[src/rtl/phy_tx_sequencer_pkg.sv]
// Shared encodings for the PHY TX sequencer and the packet editor it launches.
package phy_tx_sequencer_pkg;

    localparam int IFG_CYCLES_DEF = 300;

    typedef enum logic [2:0] {
        SOP_T         = 3'd0,
        SOP_P_T       = 3'd1,
        SOP_PP_T      = 3'd2,
        HARD_RESET_T  = 3'd3,
        CABLE_RESET_T = 3'd4
    } sop_type_e;

    typedef enum logic [1:0] {
        ST_IDLE   = 2'd0,
        ST_GAP    = 2'd1,
        ST_START  = 2'd2,
        ST_ACTIVE = 2'd3
    } tx_state_e;

    function automatic logic is_reset_type(input logic [2:0] t);
        return (t == HARD_RESET_T) || (t == CABLE_RESET_T);
    endfunction

endpackage

[src/rtl/phy_tx_ifg_timer.sv]
// Inter-frame gap timer: counts consecutive CC-idle cycles while enabled.
// Latency: done is combinational on the IFG_CYCLES-th consecutive idle cycle.
// Backpressure: none; CC activity or clr restarts the count from zero.
module phy_tx_ifg_timer
    import phy_tx_sequencer_pkg::*;
#(
    parameter int IFG_CYCLES = IFG_CYCLES_DEF,
    parameter int IFG_W      = 9
) (
    input  logic clk,
    input  logic rst_n,
    input  logic clr,
    input  logic cc_busy,
    output logic done
);

    localparam logic [IFG_W-1:0] LAST = IFG_W'(IFG_CYCLES - 1);

    logic [IFG_W-1:0] cnt;

    always_ff @(posedge clk or negedge rst_n) begin
        if (!rst_n) begin
            cnt <= '0;
        end else if (clr || cc_busy) begin
            cnt <= '0;
        end else if (cnt != LAST) begin
            cnt <= cnt + 1'b1;
        end
    end

    assign done = !clr && !cc_busy && (cnt == LAST);

endmodule

[src/rtl/phy_tx_sequencer.sv]
// PHY TX sequencer: arbitrates Hard Reset > Cable Reset > message, enforces the IFG, launches the editor.
// Latency: request to phy_tx_packet_en is IFG_CYCLES+2 cycles; status pulses one cycle after encoder done.
// Backpressure: requests wait as level/pending flags; watchdog under PHY_TX_TIMEOUT_EN.
module phy_tx_sequencer
    import phy_tx_sequencer_pkg::*;
#(
    parameter int IFG_CYCLES = IFG_CYCLES_DEF,
    parameter int IFG_W      = 9
`ifdef PHY_TX_TIMEOUT_EN
    ,
    parameter int TMO_CYCLES = 65535,
    parameter int TMO_W      = 16
`endif
) (
    input  logic       clk,
    input  logic       rst_n,
    input  logic       pl2phy_tx_req,
    input  logic [2:0] pl2phy_tx_sop_type,
    input  logic       pl2phy_hardreset_req,
    input  logic       pl2phy_cablereset_req,
    input  logic       phy_rx_cc_busy,
    input  logic       phy_bmc_encoder_hold_lowbmc_done,
    output logic       phy_tx_packet_en,
    output logic [2:0] phy_tx_packet_type,
    output logic       phy2pl_tx_done,
    output logic       phy2pl_tx_discarded,
    output logic       phy2pl_reset_done,
    output logic       phy2pl_tx_err,
    output logic       phy_tx_busy
);

    tx_state_e state;
    logic      hr_pend, cr_pend;
    logic      hr_any, cr_any, msg_win, msg_req, gap_done, tmo_hit;

    assign hr_any  = hr_pend | pl2phy_hardreset_req;
    assign cr_any  = cr_pend | pl2phy_cablereset_req;
    assign msg_win = !is_reset_type(phy_tx_packet_type);
    // The protocol layer may still hold req during its own status pulse; ignore it that cycle.
    assign msg_req = pl2phy_tx_req && !(phy2pl_tx_done || phy2pl_tx_discarded || phy2pl_tx_err);
    assign phy_tx_busy = (state != ST_IDLE);

    phy_tx_ifg_timer #(
        .IFG_CYCLES (IFG_CYCLES),
        .IFG_W      (IFG_W)
    ) u_ifg (
        .clk     (clk),
        .rst_n   (rst_n),
        .clr     (state != ST_GAP),
        .cc_busy (phy_rx_cc_busy),
        .done    (gap_done)
    );

`ifdef PHY_TX_TIMEOUT_EN
    logic [TMO_W-1:0] tmo_cnt;

    always_ff @(posedge clk or negedge rst_n) begin
        if (!rst_n) begin
            tmo_cnt <= '0;
        end else if (state != ST_ACTIVE) begin
            tmo_cnt <= '0;
        end else begin
            tmo_cnt <= tmo_cnt + 1'b1;
        end
    end

    assign tmo_hit = (tmo_cnt == TMO_W'(TMO_CYCLES - 1));
`else
    assign tmo_hit = 1'b0;
`endif

    always_ff @(posedge clk or negedge rst_n) begin
        if (!rst_n) begin
            state               <= ST_IDLE;
            hr_pend             <= 1'b0;
            cr_pend             <= 1'b0;
            phy_tx_packet_en    <= 1'b0;
            phy_tx_packet_type  <= 3'd0;
            phy2pl_tx_done      <= 1'b0;
            phy2pl_tx_discarded <= 1'b0;
            phy2pl_reset_done   <= 1'b0;
            phy2pl_tx_err       <= 1'b0;
        end else begin
            phy_tx_packet_en    <= 1'b0;
            phy2pl_tx_done      <= 1'b0;
            phy2pl_tx_discarded <= 1'b0;
            phy2pl_reset_done   <= 1'b0;
            phy2pl_tx_err       <= 1'b0;

            // Launch clears the flag; a repeat pulse in that same cycle is absorbed.
            if (state == ST_START && phy_tx_packet_type == HARD_RESET_T) begin
                hr_pend <= 1'b0;
            end else if (pl2phy_hardreset_req) begin
                hr_pend <= 1'b1;
            end
            if (state == ST_START && phy_tx_packet_type == CABLE_RESET_T) begin
                cr_pend <= 1'b0;
            end else if (pl2phy_cablereset_req) begin
                cr_pend <= 1'b1;
            end

            case (state)
                ST_IDLE: begin
                    if (hr_any) begin
                        phy_tx_packet_type <= HARD_RESET_T;
                        state              <= ST_GAP;
                    end else if (cr_any) begin
                        phy_tx_packet_type <= CABLE_RESET_T;
                        state              <= ST_GAP;
                    end else if (msg_req) begin
                        if (pl2phy_tx_sop_type > SOP_PP_T) begin
                            phy2pl_tx_discarded <= 1'b1;
                        end else begin
                            phy_tx_packet_type <= pl2phy_tx_sop_type;
                            state              <= ST_GAP;
                        end
                    end
                end
                ST_GAP: begin
                    if (msg_win && (phy_rx_cc_busy || hr_any || cr_any)) begin
                        phy2pl_tx_discarded <= 1'b1;
                        state               <= ST_IDLE;
                    end else if (gap_done) begin
                        state <= ST_START;
                    end
                end
                ST_START: begin
                    phy_tx_packet_en <= 1'b1;
                    state            <= ST_ACTIVE;
                end
                ST_ACTIVE: begin
                    if (phy_bmc_encoder_hold_lowbmc_done) begin
                        phy2pl_tx_done    <= msg_win;
                        phy2pl_reset_done <= !msg_win;
                        state             <= ST_IDLE;
                    end else if (tmo_hit) begin
                        phy2pl_tx_err <= 1'b1;
                        state         <= ST_IDLE;
                    end
                end
                default: state <= ST_IDLE;
            endcase
        end
    end

endmodule

[config.mk]
export PLATFORM = sky130hd
export DESIGN_NAME = phy_tx_sequencer
export DESIGN_NICKNAME = d
export VERILOG_FILES = /design/src/rtl/phy_tx_sequencer_pkg.sv /design/src/rtl/phy_tx_ifg_timer.sv /design/src/rtl/phy_tx_sequencer.sv
export SDC_FILE = /design/constraint.sdc
export NUM_CORES = 1
export LEC_CHECK = 0
export CORE_MARGIN = 10
export CORE_UTILIZATION = 35
export CTS_BUF_LIST = sky130_fd_sc_hd__clkbuf_8
export DETAILED_ROUTE_END_ITERATION = 10
export PLACE_DENSITY = 0.68
export SLEW_MARGIN = 10
export SYNTH_ARGS = -nofsm -noshare
export SYNTH_HDL_FRONTEND = slang
export SYNTH_SLANG_ARGS = --single-unit
[constraint.sdc]
create_clock -name clk -period 1.85 [get_ports clk]
set_clock_uncertainty 0.1 [all_clocks]
set_input_delay 0.37 -clock clk [delete_from_list [all_inputs] [get_ports clk]]
set_output_delay 0.37 -clock clk [all_outputs]
set_load 0.005 [all_outputs]
# [Yosys cells after proc, flatten, opt, wreduce, memory -nomap -nowiden]
# Cells that the tools add are included.
[classes] eq_ne=13 reduce_logical=23 n_addsub=1 n_lt_le_gt_ge=1 mux=29 bitwise=2
[op_table] operator="$mux W9" n=2
[op_table] operator="$mux W1" n=14
[op_table] operator="$mux W2" n=7
[op_table] operator="$mux W3" n=4
[op_table] operator="$add A9 B1 Y9 const B" n=1
[op_table] operator="$eq A9 B9 Y1 const B" n=1
[op_table] operator="$ne A9 B9 Y1 const B" n=1
[op_table] operator="$ne A4 B4 Y1 const B" n=2
[op_table] operator="$pmux W2 S4" n=1
[op_table] operator="$reduce_bool A2 Y1" n=4
[op_table] operator="$logic_and A1 B1 Y1" n=6
[op_table] operator="$ne A3 B3 Y1 const B" n=2
[op_table] operator="$logic_or A1 B1 Y1" n=5
[op_table] operator="$eq A2 B2 Y1 const B" n=2
[op_table] operator="$logic_not A1 Y1" n=4
[op_table] operator="$reduce_and A4 Y1" n=1
[op_table] operator="$eq A3 B2 Y1 const B" n=1
[op_table] operator="$eq A3 B3 Y1 const B" n=1
[op_table] operator="$gt A3 B2 Y1 const B" n=1
[op_table] operator="$reduce_and A3 Y1" n=1
[op_table] operator="$reduce_bool A3 Y1" n=1
[op_table] operator="$eq A2 B1 Y1 const B" n=1
[op_table] operator="$logic_not A2 Y1" n=1
[op_table] operator="$ne A2 B1 Y1 const B" n=1
[op_table] operator="3 further kinds" n=4
[totals] reg_bits=20 wordCells=78 inputBits=10

# [Logic depth before layout (Yosys ltp)]
[depth] word_depth=7 depth_mapped=5 ltp_nobuf=5

# [Cells and area by module]
# Synthesis repeated with hierarchy kept, for this count alone.
[unflattened] hier_cells=107 hier_area_um2=1056.0
[by_module_without_submodules] module="phy_tx_sequencer" seq_area_each_um2=275.3 instances=1 cells_each=57 area_per_inst_um2=574.3
[by_module_without_submodules] module="phy_tx_ifg_timer" seq_area_each_um2=225.2 instances=1 cells_each=50 area_per_inst_um2=481.7

# [Worst setup path before layout]
# Ideal clock, no wire load.
[synth_path] path_kind="register to register" from="register phy2pl_tx_discarded" to="register phy_tx_packet_type[0]" n_path_buf=0 path_slack_ns=0.203 setup_ns=0.125 t_arrival_ns=1.422 path_stages_with_launch=5 required_time_ns=1.625 path_cell_list="dfrtp_1 > or3b_4 > a211oi_4 > o21bai_2 > mux2_4"
[synth_via] elab_chain_cells=5
[synth_rtl] item="start, declared" line_no="phy_tx_sequencer.sv:26" rtl="output logic phy2pl_tx_discarded,"
[synth_rtl] item="start signal, assigned" line_no="phy_tx_sequencer.sv:80" rtl="phy2pl_tx_discarded <= 1'b0;"
[synth_rtl] item="start signal, assigned" line_no="phy_tx_sequencer.sv:86" rtl="phy2pl_tx_discarded <= 1'b0;"
[synth_rtl] item="start signal, assigned" line_no="phy_tx_sequencer.sv:112" rtl="phy2pl_tx_discarded <= 1'b1;"
[synth_rtl] item="$logic_or A1 B1 Y1" line_no="phy_tx_sequencer.sv:40" rtl="assign msg_req = pl2phy_tx_req && !(phy2pl_tx_done || phy2pl_tx_discarded || phy2pl_tx_err);"
[synth_rtl] item="$logic_not A1 Y1" line_no="phy_tx_sequencer.sv:40"
[synth_rtl] item="$logic_and A1 B1 Y1" line_no="phy_tx_sequencer.sv:40"
[synth_rtl] item="$reduce_bool A3 Y1 (no source line)"
[synth_rtl] item="$reduce_and A3 Y1 (no source line)"
[synth_rtl] item="end signal, assigned" line_no="phy_tx_sequencer.sv:114" rtl="phy_tx_packet_type <= pl2phy_tx_sop_type;"
[synth_rtl] item="end, declared" line_no="phy_tx_sequencer.sv:24" rtl="output logic [2:0] phy_tx_packet_type,"
# No other way between the ends.
# A chain may end at the register's enable or synchronous reset.

# [Final worst setup path]
[layout_path] from="register phy2pl_tx_discarded" to="register phy_tx_packet_type[1]"
# Same word-level chain as after synthesis.

==> results.toml <==
[clock_tree]
htreeDepth = 1
cts.sinks = 20
path_clk_slew_ns = 0.07
cts_buffer_depth = 2
hold_buffers = 0
cts_inserted_buffers = 3
cts_root_buf = "clkbuf_8"
clock_latency_ns = 0.25
cts_tree = "yes"

[power_and_ir_drop]
p_sw_frac = 0.243
vdd_drop_max_uv = 555
seq_power_share = 0.423
clock_power_share = 0.370
combinationalPowerShare = 0.207
internal-power_uw = 880
leakage_uw = 0.000585
p_per_area_nw_per_um2 = 862
net-switching-power_uw = 282

[timing]
finalSetupViolCount = 0
rsz0062_at_grt = "no"
fmaxAchievable_ghz = 0.583
drv_slew = 0
hold_viol_final = 0
final.setup.tns_ns = 0
fin_crit_ns = 1.72
layout_worst_path_cycle_share = 0.927

[setup_path]
r2r_setup_slack_ns = 0.13
crit_buf_inv = 0
crit_type = "flip-flop to flip-flop"
slowest_stage = "or3b_4"
crit_chain = "or3b_4, a211oi_4, o21bai_4, mux2_4"
cp.required_ns = 1.89
timing.rr.start = "phy2pl_tx_discarded"
cp-end-kind = "flip-flop"
cpLargestDelayFamily = "simple AND/OR/NAND/NOR gates"
max_stage_delay_ns = 0.41
cp.depth = 4
r2r_end = "phy_tx_packet_type[1]"
cp-start-kind = "flip-flop"
crit_arrival_ns = 1.76
critPathMaxFanout = 3
reg2regPathDepth = 4

[route]
drc = 0
antenna_left = 0
drtIter0Drc = 52
wl_per_cell_um = 14.5
routed_wl_um = 2260
dr_total_vias = 791
drt-pass1-iter-count = 4
viasPerCell = 5.07

[synthesis]
netlist_area_um2 = 977
yosysTopAreaCell = "dfrtp_1"
synth_top_area_share = 0.512
yosysMostFrequentCell = "dfrtp_1"
seq_area_frac_synth = 0.512
synth-async-reset-ratio = 1.00
synth-edff-count = 0
ys.flop_type = "dfrtp_1"
synth_common_cells = "dfrtp_1, nand2_1, nor2_1"
synth_nets = 105
synthCells = 94
syn_avg_cell_area_um2 = 10.4
yosys_warnings = 0
synth_cell_types = 36
yosys_register_bits = 20
synthTopCellsByArea = "dfrtp_1, mux2_4, a21oi_1, nand2_1, nor2_1"

[floorplanning]
die_h_um = 72.8
rows = 19
start_util = 0.361
ios = 19
die_width_um = 72.8
fp.coreArea_um2 = 2710
die_area_um2 = 5310

[cells_and_area]
antenna_cells = 0
area_growth_pct = 38.0
utilization = 0.498
post_route_cells_drive_above_1_share = 0.192
design_area_um2 = 1350
nets = 137

[global_routing]
grt_pass1_wl_um = 3990
grt_usage = 0.0892
overflow = 0
grt_pass1_vias = 860
antenna_found_initial = 0
grt_max_degree = 21

[run]
maxCapViolCount = 0

[worst_hold_path]
hold_path_class = "input pin to async pin"

[placement]
dpl.hpwl_um = 1720
routabilityCongestion = 0.796
place_area_um2 = 1250
portBuffers = 17

[run_status]
run_status = "finished, final reports clean"
[flip-flops by register name, indices dropped and copies added, names as in the netlist, named ones only]
signal,count
phy2pl_tx_discarded,1
phy2pl_tx_done,1
state,1
cr_pend,1
phy_tx_packet_en,1
u_ifg.cnt,9
phy2pl_reset_done,1
phy_tx_packet_type,3
hr_pend,1
[cell families (layout without fill, tap and decap cells)]
group | count (synthesis) | in the layout | synth area share
other | 1 | 1 | 0.00384
XOR/XNOR | 4 | 4 | 0.0359
adder cells (fa/ha/maj) | 1 | 1 | 0.0128
buffers and inverters | 3 | 34 | 0.0154
flip-flops | 20 | 20 | 0.512
AND/OR/NAND/NOR | 43 | 43 | 0.232
multiplexers | 4 | 4 | 0.0563
AO/OA/AOI/OAI | 18 | 18 | 0.132
[per-layer routing]
metal / vias to the layer above / global-route usage / routed length [µm]
met4: 0 / 0.0190 / 0
met5: - / 0 / 0
met1: 380 / 0.110 / 1020
met3: 0 / 0.0286 / 142
met2: 23 / 0.147 / 1100
li1: 388 / - / -
[area by class of cell]
| cell class | count | area, µm² |
|---|---|---|
| repair buffers | 29 | 265 |
| clock inverters | 1 | 30.0 |
| clock buffers | 3 | 41.3 |
| well taps | 31 | 38.8 |
| inverters | 1 | 3.75 |
| fillers | 256 | 1360 |
| multi-input cells | 71 | 469 |
| flip-flops and latches | 20 | 500 |
[metrics by stage]
| stage | setup WS (ns) | instances | power, µW | hold slack [ns] |
|---|---|---|---|---|
| detailed placement | -0.277 | 150 | 736 | 0.383 |
| global placement | -0.249 | 150 | 727 | 0.386 |
| finish | 0.135 | 156 | 1160 | 0.362 |
| floorplan | 0.203 | 94 | 637 | -0.0256 |
| CTS | 0.0343 | 155 | 1180 | 0.368 |
| global route | 0.0573 | 156 | 1230 | 0.366 |
[power by group through the flow]
stage               combinational [µW]  clock [µW]  sequential (µW)
floorplan                          132           0              504
global placement                   228           0              499
detailed placement                 236           0              500
CTS                                246         439              492
global route                       269         462              499
finish                             241         430              492
[worst max-delay path by stage]
stage / start / endpoint / slack, ns
floorplan: phy2pl_tx_discarded / phy_tx_packet_type[0] / 0.20
global placement: pl2phy_tx_req / phy_tx_packet_type[2] / -0.25
detailed placement: pl2phy_tx_req / phy_tx_packet_type[1] / -0.28
CTS: flip-flop / phy_tx_busy / 0.03
global route: pl2phy_hardreset_req / phy2pl_tx_discarded / 0.06
finish: phy2pl_tx_discarded / phy_tx_packet_type[1] / 0.13
[cell usage in the layout, fill, tap and decap left out, types with 2 or more instances in the layout]
cell and n:
a21oi_1 8, buf_4 12, clkbuf_8 3, clkdlybuf4s50_1 15
dfrtp_1 20, dlymetal6s2s_1 2, mux2_4 3, nand2_1 10
nand2b_1 2, nand3_1 5, nor2_1 9, nor2_2 2
nor2b_1 3, o21ai_1 2, or3_1 3, xor2_1 3
[what timing repair did]
item,4_1_cts,5_1_grt
gates resized for setup,1,2
endpoints found under the setup margin,4,5
buffers inserted,1,1
pin swaps,1,3
Power figures use the tool's default switching activity.
